**config.mk**
```make
export PLATFORM = sky130hd
export DESIGN_NAME = inagu
export DESIGN_NICKNAME = d
export VERILOG_FILES = /design/src/rtl/inagu.sv
export SDC_FILE = /design/constraint.sdc
export NUM_CORES = 1
export LEC_CHECK = 0
export CAP_MARGIN = 20
export CORE_ASPECT_RATIO = 2
export CORE_MARGIN = 1
export CORE_UTILIZATION = 23
export CTS_BUF_LIST = sky130_fd_sc_hd__clkbuf_4 sky130_fd_sc_hd__clkbuf_8
export DETAILED_ROUTE_END_ITERATION = 6
export PLACE_DENSITY = 0.45
export SLEW_MARGIN = 20
export SYNTH_ARGS = -nofsm -noshare
export SYNTH_HDL_FRONTEND = slang
export SYNTH_SLANG_ARGS = --single-unit
```
**constraint.sdc**
```tcl
create_clock -name clk -period 4.09 [get_ports clk]
set_input_delay 0.818 -clock clk [delete_from_list [all_inputs] [get_ports clk]]
set_output_delay 0.818 -clock clk [all_outputs]
set_load 0.02 [all_outputs]
```
**src/rtl/inagu.sv**
```systemverilog
// Input data memory read-address generator.
// A start pulse latches a three-level nested-loop walk (inner/middle/outer)
// with signed strides. Each address is offered on addrout with valid and is
// held while stall is high. A one-cycle done pulse follows the last accepted
// address.
module inagu #(
  parameter int BDBANKA = 15,
  parameter int BCNT    = 10,
  parameter int BJMP    = 15
) (
  input  logic               clk,
  input  logic               clr,
  input  logic               start,
  input  logic [BDBANKA-1:0] baseaddr,
  input  logic [BCNT-1:0]    cnt0,
  input  logic [BCNT-1:0]    cnt1,
  input  logic [BCNT-1:0]    cnt2,
  input  logic [BJMP-1:0]    jump0,
  input  logic [BJMP-1:0]    jump1,
  input  logic [BJMP-1:0]    jump2,
  input  logic               stall,
  output logic [BDBANKA-1:0] addrout,
  output logic               valid,
  output logic               busy,
  output logic               done
);

  typedef enum logic {IDLE, RUN} state_t;

  state_t             state;
  logic [BCNT-1:0]    lim0_reg, lim1_reg, lim2_reg;
  logic [BJMP-1:0]    jump0_reg, jump1_reg, jump2_reg;
  logic [BCNT-1:0]    i0_reg, i1_reg, i2_reg;

  // Jumps sign-extended to the address width. Adding at address width and
  // dropping the carry is the same as a wider add truncated back, so the
  // address simply wraps modulo 2^BDBANKA.
  logic [BDBANKA-1:0] ext0, ext1, ext2;

  for (genvar gi = 0; gi < BDBANKA; gi++) begin : g_sext
    if (gi < BJMP) begin : g_copy
      assign ext0[gi] = jump0_reg[gi];
      assign ext1[gi] = jump1_reg[gi];
      assign ext2[gi] = jump2_reg[gi];
    end else begin : g_sign
      assign ext0[gi] = jump0_reg[BJMP-1];
      assign ext1[gi] = jump1_reg[BJMP-1];
      assign ext2[gi] = jump2_reg[BJMP-1];
    end
  end

  logic accept;
  assign accept = valid & ~stall;

  // Walk controller: launch from IDLE, step the loop nest on each accept,
  // return to IDLE with a done pulse after the final address.
  always_ff @(posedge clk) begin
    if (clr) begin
      state     <= IDLE;
      addrout   <= '0;
      valid     <= 1'b0;
      busy      <= 1'b0;
      done      <= 1'b0;
      i0_reg    <= '0;
      i1_reg    <= '0;
      i2_reg    <= '0;
      lim0_reg  <= '0;
      lim1_reg  <= '0;
      lim2_reg  <= '0;
      jump0_reg <= '0;
      jump1_reg <= '0;
      jump2_reg <= '0;
    end else begin
      done <= 1'b0;
      case (state)
        IDLE: begin
          if (start) begin
            lim0_reg  <= cnt0;
            lim1_reg  <= cnt1;
            lim2_reg  <= cnt2;
            jump0_reg <= jump0;
            jump1_reg <= jump1;
            jump2_reg <= jump2;
            addrout   <= baseaddr;
            i0_reg    <= '0;
            i1_reg    <= '0;
            i2_reg    <= '0;
            valid     <= 1'b1;
            busy      <= 1'b1;
            state     <= RUN;
          end
        end
        RUN: begin
          if (accept) begin
            if (i0_reg < lim0_reg) begin
              addrout <= addrout + ext0;
              i0_reg  <= i0_reg + 1'b1;
            end else if (i1_reg < lim1_reg) begin
              addrout <= addrout + ext1;
              i0_reg  <= '0;
              i1_reg  <= i1_reg + 1'b1;
            end else if (i2_reg < lim2_reg) begin
              addrout <= addrout + ext2;
              i0_reg  <= '0;
              i1_reg  <= '0;
              i2_reg  <= i2_reg + 1'b1;
            end else begin
              // Last address accepted: addrout keeps its final value.
              valid <= 1'b0;
              busy  <= 1'b0;
              done  <= 1'b1;
              state <= IDLE;
            end
          end
        end
        default: state <= IDLE;
      endcase
    end
  end

endmodule

```
==> metrics <==
GRT Total Usage=15.5%; initial antenna violation count=1; worst vdd ir=0.000175 V; largest net degree at the start of global routing=just under 80; Gate Count Post-Synth=818; number of global-route vias before repair=6151; Max Cap Viol=0; fin worst setup slack=~0.24 ns; Startpoint Class=flop; cell taking the most area after synthesis=dfxtp_1; post-place setup slack=-0.104 ns; hold path depth=2; routed vias/inst=4.58; top-count cell post-synth=nand2_1; Setup TNS=0 ns; global route total overflow=0; CTS tree=done; most frequent cells after synthesis=nand2_1 (196), dfxtp_1 (123), a21oi_1 (105), ha_1 (45), nor2_1 (38); first-pass GRT wire length=between 30000 and 40000 um; DRC=0; post-DP HPWL=16400 um; Final period util=94.1%; min-delay worst type=reg2reg; die area=around 29000 um^2; CTS Buffer Depth=2; gpl congestion=approximately 0.86; clk sinks=about 120; num rows=86; Skew-Pair Late Insertion Delay=around 0.47 ns; Die Wd=121 um; Synthesized Nets=around 960; actual slew at the worst max-slew pin=0.772 ns; first-pass iteration count of the detailed router=4; # IOs=112; Nets=1103; PortBufs=111; synth-to-layout area growth=37.3%; H-Tree Depth=4; FF-to-FF path depth=17; outcome=complete, no violations; Area contributors post-synth=dfxtp_1 (38%), nand2_1 (11%), ha_1 (8.7%); Overall Power=3.21 mW; complex-gate fraction of the synthesized area=20.4%; Tmin final=3.85 ns; CTS clk-pin slew, worst paths=0.08 ns; worst-path maximum fanout=7; leakage=3.49 nW; root buf cell=clkbuf_8; top cell type's share of synthesized area=38.1%; antenna-violating nets left=0; routed len/inst=16.1 um; CP Class=reg2reg; via count=6089; hold_buf cts=0; chip height=239 um; fmax=260 MHz; Final Max Tran Viols=0; core area=approximately 28000 um^2; Post-Synth Adder-Cell Area=a little under a tenth; routed wire length=21400 um; sequential fraction of the synthesis area=a little under two fifths; count of cell types in the netlist=53; EDFF count, synth=0; CP required=4.48 ns; synthesized area=6470 um^2; WP data arrival=4.24 ns; synth warn=0; mux cell area share after synthesis=about 4.8%; Initial DRC Count=160; final hold violation count=0; hold slack=about 0.46 ns; largest family of logic cells by synthesized area=compound AO/OA/AOI/OAI gates; Max-Slew Margin vs Limit=48.1%; layout cell share with drive strength beyond 1=a little over an eighth; Clock Skew=0.00915 ns; Initial Util=23.5%; Async SR Flop Fraction=0%; pwr dens=362 nW/um^2; CP Capture Type=flop; xor/xnor share of the synthesized area=2.65%; Main synth FF type=dfxtp_1; Post-Synth Simple-Gate Area=19.9%; final setup fails=0; Num CTS Buffers=17; Yosys reg bits=123; syn avg cell area=7.91 um^2
worst paths after layout:
check	start	endpoint	slack, ns
max	lim1_reg[8]$_SDFFE_PP0P_	addrout[12]$_SDFFE_PP0P_	0.24
min	ext0[6]$_SDFFE_PP0P_	ext0[6]$_SDFFE_PP0P_	0.46
max reg2reg	lim1_reg[8]$_SDFFE_PP0P_	addrout[12]$_SDFFE_PP0P_	0.24
min reg2reg	ext0[6]$_SDFFE_PP0P_	ext0[6]$_SDFFE_PP0P_	0.46
stage by stage:
stage | cell area [um^2] | utilization, % | instances
2_1_floorplan | 6490 | - | 818
3_3_place_gp | 8300 | 30.1 | 1291
3_5_place_dp | 8300 | 30.1 | 1291
4_1_cts | 8750 | 31.8 | 1324
5_1_grt | 8880 | 32.2 | 1329
6_report | 8880 | 32.2 | 1329
critical path: stages (launching register included):
cell	delay, ns
dfxtp_2	0.34
inv_2	0.04
ha_4	0.20
a2111o_1	0.39
o221a_2	0.29
nand2_2	0.10
buf_6	0.15
mux2i_1	0.22
o21ai_2	0.10
fa_2	0.39
a211oi_4	0.26
o21ai_2	0.10
a41o_1	0.25
a211o_1	0.27
a31oi_1	0.20
xnor2_1	0.13
mux2i_1	0.10
a211oi_2	0.23
final cells by class:
class / count / area (um^2)
clock buffer: 18 / 248
inverter: 31 / 116
tap: 352 / 440
timing repair buffer: 176 / 1630
multi-input combinational: 614 / 3790
clock inverter: 14 / 185
antenna: 1 / 2.50
fill: 3065 / 18700
sequential: 123 / 2470
layout by cell type (no fill, tap or decap), types with 18 or more instances in the layout:
master           count
clkbuf_8            18
ha_1                40
dfxtp_1            119
nor2_1              38
nand2_1            195
nand3_1             21
a21oi_1            105
clkdlybuf4s50_1    110
o21ai_0             21
mux2i_1             31
inv_1               28
buf_4               61
timing repair:
action / CTS / global route
setup buffers: 1 / 4
pin swaps: 10 / 23
endpoints found under the setup margin: 3 / 8
gates resized for setup: 3 / 31
cell families after synthesis:
kind of cell,Yosys count
simple gates,303
mux,31
flops,123
buf+inv,81
fa+ha+maj,46
xor+xnor,18
compound gates,216
routing by layer:
layer | vias up | global-route usage, % | wire, um
met5 | - | 0 | 0
met4 | 0 | 7.18 | 691
met3 | 29 | 2.50 | 514
met2 | 110 | 32.2 | 12700
met1 | 2810 | 14.0 | 7430
li1 | 3140 | - | -
report_power, final:
part           leakage, nW  internal (mW)  total (mW)  switching (mW)
clock                0.208          0.631        1.20           0.568
combinational         2.27          0.344       0.700           0.357
sequential            1.01           1.26        1.31          0.0530
No activity file was read; power rests on OpenSTA's default activity.
